**src/rtl/regfile_2r1w_if.sv**
```systemverilog
// Register file access bundle: one write port,
// two read ports and the clear/busy handshake.
interface regfile_2r1w_if #(
  parameter int DATA_WIDTH = 16,
  parameter int ADDR_WIDTH = 3
);
  logic                  wr_en;
  logic [ADDR_WIDTH-1:0] wr_addr;
  logic [DATA_WIDTH-1:0] wr_data;
  logic [ADDR_WIDTH-1:0] rd_addr_a;
  logic [ADDR_WIDTH-1:0] rd_addr_b;
  logic [DATA_WIDTH-1:0] rd_data_a;
  logic [DATA_WIDTH-1:0] rd_data_b;
  logic                  clear_req;
  logic                  busy;

  modport master (
    output wr_en, wr_addr, wr_data,
    output rd_addr_a, rd_addr_b,
    output clear_req,
    input  rd_data_a, rd_data_b, busy
  );

  modport slave (
    input  wr_en, wr_addr, wr_data,
    input  rd_addr_a, rd_addr_b,
    input  clear_req,
    output rd_data_a, rd_data_b, busy
  );
endinterface

```
**src/rtl/regfile_2r1w.sv**
```systemverilog
// 2-read/1-write register file with registered reads,
// write bypass and a one-register-per-cycle clear.
module regfile_2r1w #(
  parameter int DATA_WIDTH = 16,
  parameter int NUM_REGS   = 8
) (
  input logic           clk,
  input logic           rst,
  regfile_2r1w_if.slave bus
);
  localparam int ADDR_WIDTH =
    (NUM_REGS > 2) ? $clog2(NUM_REGS) : 1;

  localparam logic [0:0] IDLE  = 1'b0;
  localparam logic [0:0] CLEAR = 1'b1;

  localparam logic [ADDR_WIDTH-1:0] LAST =
    ADDR_WIDTH'(NUM_REGS - 1);

  logic [DATA_WIDTH-1:0] mem [NUM_REGS];
  logic [0:0]            state;
  logic                  busy_q;
  logic [ADDR_WIDTH-1:0] counter;
  logic [DATA_WIDTH-1:0] rd_a_q;
  logic [DATA_WIDTH-1:0] rd_b_q;
  logic [DATA_WIDTH-1:0] next_a;
  logic [DATA_WIDTH-1:0] next_b;
  logic                  wr_ok;
  logic                  a_ok;
  logic                  b_ok;

  assign wr_ok = bus.wr_en && !busy_q &&
                 (int'(bus.wr_addr) < NUM_REGS);
  assign a_ok  = int'(bus.rd_addr_a) < NUM_REGS;
  assign b_ok  = int'(bus.rd_addr_b) < NUM_REGS;

  assign bus.rd_data_a = rd_a_q;
  assign bus.rd_data_b = rd_b_q;
  assign bus.busy      = busy_q;

  // Read mux: out-of-range, clear slot, write bypass, array.
  always_comb begin
    next_a = '0;
    next_b = '0;
    if (!a_ok)
      next_a = '0;
    else if (busy_q && bus.rd_addr_a == counter)
      next_a = '0;
    else if (wr_ok && bus.rd_addr_a == bus.wr_addr)
      next_a = bus.wr_data;
    else
      next_a = mem[bus.rd_addr_a];
    if (!b_ok)
      next_b = '0;
    else if (busy_q && bus.rd_addr_b == counter)
      next_b = '0;
    else if (wr_ok && bus.rd_addr_b == bus.wr_addr)
      next_b = bus.wr_data;
    else
      next_b = mem[bus.rd_addr_b];
  end

  // Storage: clear sweep owns the array while busy.
  always_ff @(posedge clk or posedge rst) begin
    if (rst) begin
      for (int i = 0; i < NUM_REGS; i++)
        mem[i] <= '0;
    end else if (busy_q) begin
      mem[counter] <= '0;
    end else if (wr_ok) begin
      mem[bus.wr_addr] <= bus.wr_data;
    end
  end

  // Registered read ports.
  always_ff @(posedge clk or posedge rst) begin
    if (rst) begin
      rd_a_q <= '0;
      rd_b_q <= '0;
    end else begin
      rd_a_q <= next_a;
      rd_b_q <= next_b;
    end
  end

  // Clear sequencer; clear_req is ignored once running.
  always_ff @(posedge clk or posedge rst) begin
    if (rst) begin
      state   <= IDLE;
      busy_q  <= 1'b0;
      counter <= '0;
    end else begin
      unique case (state)
        IDLE: begin
          if (bus.clear_req) begin
            state   <= CLEAR;
            busy_q  <= 1'b1;
            counter <= '0;
          end
        end
        CLEAR: begin
          if (counter == LAST) begin
            state   <= IDLE;
            busy_q  <= 1'b0;
            counter <= '0;
          end else begin
            counter <= counter + 1'b1;
          end
        end
        default: begin
          state   <= IDLE;
          busy_q  <= 1'b0;
          counter <= '0;
        end
      endcase
    end
  end
endmodule

```
**src/flat_wrapper.sv**
```systemverilog
// flat-port wrapper written by rule: the top's interface ports become plain ports
module regfile_2r1w_flat 
#(
  parameter int DATA_WIDTH = 16,
  parameter int NUM_REGS   = 8
)
  (clk, rst, bus_wr_en, bus_wr_addr, bus_wr_data, bus_rd_addr_a, bus_rd_addr_b, bus_clear_req, bus_rd_data_a, bus_rd_data_b, bus_busy);
  regfile_2r1w_if #(.DATA_WIDTH(DATA_WIDTH), .ADDR_WIDTH(3)) bus_i ();
  input logic clk;
  input logic rst;
  input wire logic [$bits(bus_i.wr_en)-1:0] bus_wr_en;
  input wire logic [$bits(bus_i.wr_addr)-1:0] bus_wr_addr;
  input wire logic [$bits(bus_i.wr_data)-1:0] bus_wr_data;
  input wire logic [$bits(bus_i.rd_addr_a)-1:0] bus_rd_addr_a;
  input wire logic [$bits(bus_i.rd_addr_b)-1:0] bus_rd_addr_b;
  input wire logic [$bits(bus_i.clear_req)-1:0] bus_clear_req;
  output wire logic [$bits(bus_i.rd_data_a)-1:0] bus_rd_data_a;
  output wire logic [$bits(bus_i.rd_data_b)-1:0] bus_rd_data_b;
  output wire logic [$bits(bus_i.busy)-1:0] bus_busy;
  assign bus_i.wr_en = bus_wr_en;
  assign bus_i.wr_addr = bus_wr_addr;
  assign bus_i.wr_data = bus_wr_data;
  assign bus_i.rd_addr_a = bus_rd_addr_a;
  assign bus_i.rd_addr_b = bus_rd_addr_b;
  assign bus_i.clear_req = bus_clear_req;
  assign bus_rd_data_a = bus_i.rd_data_a;
  assign bus_rd_data_b = bus_i.rd_data_b;
  assign bus_busy = bus_i.busy;
  regfile_2r1w #(.DATA_WIDTH(DATA_WIDTH), .NUM_REGS(NUM_REGS)) u_core (.clk(clk), .rst(rst), .bus(bus_i));
endmodule
```
**config.mk**
```make
export PLATFORM = sky130hd
export DESIGN_NAME = regfile_2r1w_flat
export DESIGN_NICKNAME = d
export VERILOG_FILES = /design/src/rtl/regfile_2r1w_if.sv /design/src/rtl/regfile_2r1w.sv /design/src/flat_wrapper.sv
export SDC_FILE = /design/constraint.sdc
export NUM_CORES = 1
export LEC_CHECK = 0
export ABC_CLOCK_PERIOD_IN_PS = 5800
export CAP_MARGIN = 20
export CELL_PAD_IN_SITES_DETAIL_PLACEMENT = 0
export CELL_PAD_IN_SITES_GLOBAL_PLACEMENT = 2
export CORE_MARGIN = 8
export CORE_UTILIZATION = 41
export DETAILED_ROUTE_END_ITERATION = 7
export GPL_TIMING_DRIVEN = 0
export PLACE_DENSITY = 0.91
export SLEW_MARGIN = 10
export SYNTH_ARGS = -nofsm -noshare
export SYNTH_HDL_FRONTEND = slang
export SYNTH_SLANG_ARGS = --single-unit
export TNS_END_PERCENT = 5
```
**constraint.sdc**
```tcl
create_clock -name clk -period 5.8 [get_ports clk]
set_input_delay 0.58 -clock clk [delete_from_list [all_inputs] [get_ports clk]]
set_output_delay 0.58 -clock clk [all_outputs]
set_load 0.05 [all_outputs]
```
==> results.md <==
- Status: completed
- DRT Pass-1 Iters: 6
- CTS tree: yes
- Worst VDD drop: 0.240 mV
- Antenna Cells: 0
- Startpoint types: input port
- Clk sinks: 165
- Crit path required time: 6.08 ns
- P_leak: between 4 and 5 nW
- Clk_lat worst skew: 0.45 ns
- Vias: between 6000 and 7000
- Crit. End Element: flip-flop
- Combinational share of power: 0.363
- Syn_nets: between 600 and 700
- Horiz. Die Dim: about 160 um
- Die ar.: 24800 sq um
- Root Driver: clkbuf_16
- Post-CTS setup buffer count: 0
- DRT Wirelength: 26.1 mm
- Top-level I/O count: between 60 and 70
- Commonest register cell after synthesis: dfrtp_1
- Cell area after synthesis: 8210 sq um
- Routed len/inst: between 20 and 30 um
- Core box area: between 15000 and 20000 sq um
- Hold Path Class: flip-flop to flip-flop
- Most common cell after layout, fill and taps aside: dfrtp_1
- DRC errors left: 0
- RSZ-0062 raised after global routing: false
- FF+latch count, synth: ~170
- Sequential share of power: 0.388
- Arrival @ worst endpoint: about 3 ns
- Int Pwr: between 2 and 3 mW
- Share of Yosys cell area claimed by the top area cell type: 0.503
- Setup WS post-layout: just over 3 ns
- Mean Syn Cell Area: about 13 sq um
- Rel. slew slack: 0.419
- Mapped Cells: roughly 650
- Clock-pin slew on the worst setup and hold paths: 0.06 ns
- Fraction of layout cells with a size suffix above 1: 0.171
- Total power draw: 4.74 mW
- Tcrit/Tclk final: 0.470
- Vias in the first global route: roughly 6800
- Synth area leader: dfrtp_1
- Count of cell types in the netlist: 37
- Clk_skew: about 0.011 ns
- Layout net count: roughly 750
- Clock share of power: 0.249
- NetSw: between 1.5 and 2 mW
- Hold-fix buffer count after cts: 0
- MaxCap Viol Count: 0
- Max FO, Critical Path: 10
- Setup CP Type: input port to flip-flop
- Hold slack: 0.525 ns
- Final setup viols: 0
- Routed vias/inst: ~6.5
- CTS H-tree lvls: 4
- Pre-CTS WS: 2.67 ns
- Power density cells: 494 nW/um^2
- Number of CTS-inserted buffers: 17
- Switch share: 0.383
- Post-CTS Resized: 0
- Synth async-reset ratio: 1.00
- Row Count: 51
- Yosys warnings: 0
- Final hold violation count: 0
- DPL Wire Length: 17.2 mm
- Port-buffer cells: about 40
- Initial antenna violation count: 0
- Slew Limit Fails: 0
- Initial detailed-routing violation count: just over 600
- Sequential share of the synthesized area: 0.503
- Final worst path period need: 2.73 ns
- Worst slew pin tran: approximately 0.87 ns
- Post-DP Area: 8980 sq um
- Fill count: roughly 1800
- Gr ovfl total: 0
- Number of synthesized flops with an enable pin: 0
- Pin count of the biggest net entering global routing: 86
- Tot GR Track Use: 0.219
- Final instance area: around 9600 sq um
- Initial Utilization: 0.420
- Synth area leaders: dfrtp_1 50%, a22o_1 14%, mux4_2 9.3%, mux2i_1 7.6%, a211oi_1 2.9%
- CTS Buffer Depth: 2
- Die Y: around 160 um
- First-pass GRT wire length: 40.4 mm
- Register area: ~4100 sq um
- Routability cong.: between 0.8 and 0.9
- Multi-input gate area: 3720 sq um
- Commonest cells after routing, fill and taps aside: 165 x dfrtp_1, 128 x a22o_1, 62 x mux2i_1, 41 x clkdlybuf4s50_1, 34 x mux4_2
- Post-layout util: 0.491
- Fmax: 367 MHz
- Area Growth Syn to Fin: 16.8%
- ANT nets after route: 0
synth_stat cells, types with 8 or more instances:
cell type / instances
clkbuf_1: 18
buf_1: 16
a211oi_1: 32
buf_2: 31
nor3_1: 30
a22o_1: 128
mux2i_1: 62
dfrtp_1: 165
mux4_2: 34
nor2_1: 33
o22ai_1: 30
xnor2_1: 8
layer usage:
layer | wire length [um] | track usage
met5 | 0 | 0
met3 | 2340 | 0.0625
met1 | 10700 | 0.278
met2 | 12100 | 0.337
met4 | 1030 | 0.110
layout make-up:
| cell class | count | share of cell area |
|---|---|---|
| multi-input combinational | 412 | 0.388 |
| sequential | 165 | 0.431 |
| tap | 265 | 0.0346 |
| clock inverter | 14 | 0.0171 |
| clock buffer | 18 | 0.0458 |
| timing repair buffer | 42 | 0.0457 |
| buffer | 73 | 0.0365 |
| inverter | 3 | 0.00196 |
power groups by stage:
stage / Combinational [mW] / Sequential [mW] / Clock, mW
3_3_place_gp: 1.67 / 1.81 / 0
6_report: 1.72 / 1.84 / 1.18
2_1_floorplan: 0.903 / 2.08 / 0
3_5_place_dp: 1.71 / 1.84 / 0
5_1_grt: 1.82 / 1.88 / 1.24
4_1_cts: 1.72 / 1.82 / 1.19
worst paths after layout:
check	startpoint	end	slack, ns	cells after the start
max	bus_rd_addr_b[1]	u_core.bus.rd_data_b[4]	3.07	6
min	u_core.mem[102]	u_core.mem[102]	0.52	1
max reg2reg	u_core.counter[0]	u_core.bus.rd_data_b[4]	3.46	6
min reg2reg	u_core.mem[102]	u_core.mem[102]	0.52	1
max in group asynchronous	rst	u_core.mem[32]	4.37	3
min in group asynchronous	rst	u_core.bus.rd_data_b[9]	0.60	2
worst max-delay path, stage by stage:
cell,delay (ns)
clkdlybuf4s50_1,0.57
buf_2,0.34
xor2_1,0.12
nor3_2,0.52
clkbuf_1,0.71
nor3_1,0.16
cells by family after synthesis:
family,share of synthesized area
flip-flops,0.503
AO/OA/AOI/OAI,0.202
buffers and inverters,0.0441
adder cells (fa/ha/maj),0.00305
multiplexers,0.169
XOR/XNOR,0.0128
AND/OR/NAND/NOR,0.0657
flip-flops by register name (all words and copies together) (netlist names):
name	flops
u_core.mem	128
u_core.bus.rd_data_a	16
u_core.counter	3
u_core.bus.rd_data_b	16
u_core.bus.busy	1
u_core.state	1
through the flow:
stage / setup TNS [ns] / cells
finish: 0 / 992
detailed placement: 0 / 960
CTS: 0 / 992
global placement: -188.05 / 959
global route: 0 / 992
floorplan: 0 / 653
No activity file was read; power rests on OpenSTA's default activity.
==> RTL change, RTL diff (same flow settings) <==
`NUM_REGS` is set to 8 in 2 places; all go to 16.
--- a/src/rtl/regfile_2r1w.sv
+++ b/src/rtl/regfile_2r1w.sv
@@ -3,5 +3,5 @@
 module regfile_2r1w #(
   parameter int DATA_WIDTH = 16,
-  parameter int NUM_REGS   = 8
+  parameter int NUM_REGS   = 16
 ) (
   input logic           clk,
--- a/src/flat_wrapper.sv
+++ b/src/flat_wrapper.sv
@@ -3,5 +3,5 @@
 #(
   parameter int DATA_WIDTH = 16,
-  parameter int NUM_REGS   = 8
+  parameter int NUM_REGS   = 16
 )
   (clk, rst, bus_wr_en, bus_wr_addr, bus_wr_data, bus_rd_addr_a, bus_rd_addr_b, bus_clear_req, bus_rd_data_a, bus_rd_data_b, bus_busy);
Function: no difference found for any inputs over 4 cycles, from zero or initial values and one cycle with rst high; that may be too few to reach the edited logic, so the function may still have changed.
==> RTL change against the original RTL <==
- clock skew down 0.0035 ns
- sequential share of layout area up 0.37 points
- routed wire length down 5.2%
- via count down 7.6%
- final area down 0.26%
- worst hold slack worse by 0.0089 ns
- global-route usage down 0.97 points
- synthesized area up 0.49%
- sequential cell count up 1
- total power up 6.5%
- final cell count down 6.1%
- count of clock-buffer cells in the layout up 4
- largest cell class unchanged
- setup slack better by 0.063 ns
==> RTL change: results <==
[synth]
synthTopCellsByArea = dfrtp_1, mux4_2, a22o_1
synth_common_cells = dfrtp_1, a22o_1, mux4_2, nor2_1
synth_nets = 624
ys_seq_area_frac = 0.504

[cells_and_area]
final_nets = 681
nFillCells = 1742
drive_above_1_share = 0.222

[setup_path]
r2r_slack_ns = 3.14
r2r-start = u_core.counter[0]
cpMaxStageDelayCell = nor4_2
worstRegToRegCells = 5
slowest_delay_ns = 0.90
reg2reg_to = u_core.bus.rd_data_b[1]

[floorplan]
fp-row-count = 52

[global_route]
grt_pass1_vias = 6293
grt_pass1_wl_mm = 38.9
grt_max_degree = 127
track_usage = 0.210

[worst_hold_path]
hold_path_class = primary input to asynchronous set/reset pin

[pwr]
ir_worst_vdd_mv = 0.195
p_leak_nw = 4.21
powerComb_w = 0.00189
pwr-share-seq = 0.407
p_sw_frac = 0.361

[timing]
skew_ns = 0.00754
relSlewSlack = 0.275

[placed_design]
gp_congestion = 0.871
portBuffers = 37
placed_cell_area_um2 = 8990

[drt]
drt_wl_total_mm = 24.8
routedWlPerCell_um = 26.6
drtIter0Drc = 759
vias = 5945
drtPass1Iterations = 5

[outcome]
status = finished clean
-- RTL change: metal layers --
metal | up-vias | global-route usage | wire length [µm]
met5 | - | 0.0151 | 45
met4 | 2 | 0.0816 | 663
met3 | 47 | 0.0571 | 2060
met2 | 320 | 0.325 | 11900
met1 | 3145 | 0.274 | 10100
li1 | 2431 | - | -
-- RTL change: metrics by stage --
stage	hold slack [ns]	std cells	util	TNS, ns	worst slack, ns
2_1_floorplan	0.477	591	-	0	0.730
3_3_place_gp	0.494	898	0.448	-193.81	-1.18
3_5_place_dp	0.498	899	0.450	0	2.77
4_1_cts	0.518	931	0.479	0	3.17
5_1_grt	0.537	931	0.479	0	3.05
6_report	0.516	931	0.479	0	3.14
-- RTL change: kinds of logic after synthesis --
group / after synthesis / synth area share
compound gates: 177 / 0.179
flops: 166 / 0.504
mux: 96 / 0.214
buf+inv: 71 / 0.0417
simple gates: 65 / 0.0429
xor+xnor: 12 / 0.0127
fa+ha+maj: 4 / 0.00607
-- RTL change: worst max path at each step --
| stage | end | slack (ns) | cells after the start | from |
|---|---|---|---|---|
| after floorplan | u_core.bus.busy | 0.73 | 1 | rst |
| after global placement | u_core.mem[156] | -1.18 | 2 | rst |
| after detailed placement | u_core.mem[224] | 2.77 | 6 | bus_wr_addr[0] |
| after CTS | u_core.bus.rd_data_b[1] | 3.17 | 5 | u_core.counter[0] |
| after global routing | u_core.bus.rd_data_b[1] | 3.05 | 5 | u_core.counter[0] |
| final | u_core.bus.rd_data_b[1] | 3.14 | 5 | u_core.counter[0] |
-- RTL change: layout make-up --
class                   count  share of cell area
repair buffers             38              0.0416
multi-input cells         354               0.392
inverters                   4             0.00236
clock buffers              22              0.0496
plain buffers              67              0.0344
flip-flops and latches    166               0.434
well taps                 270              0.0353
clock inverters            10              0.0102
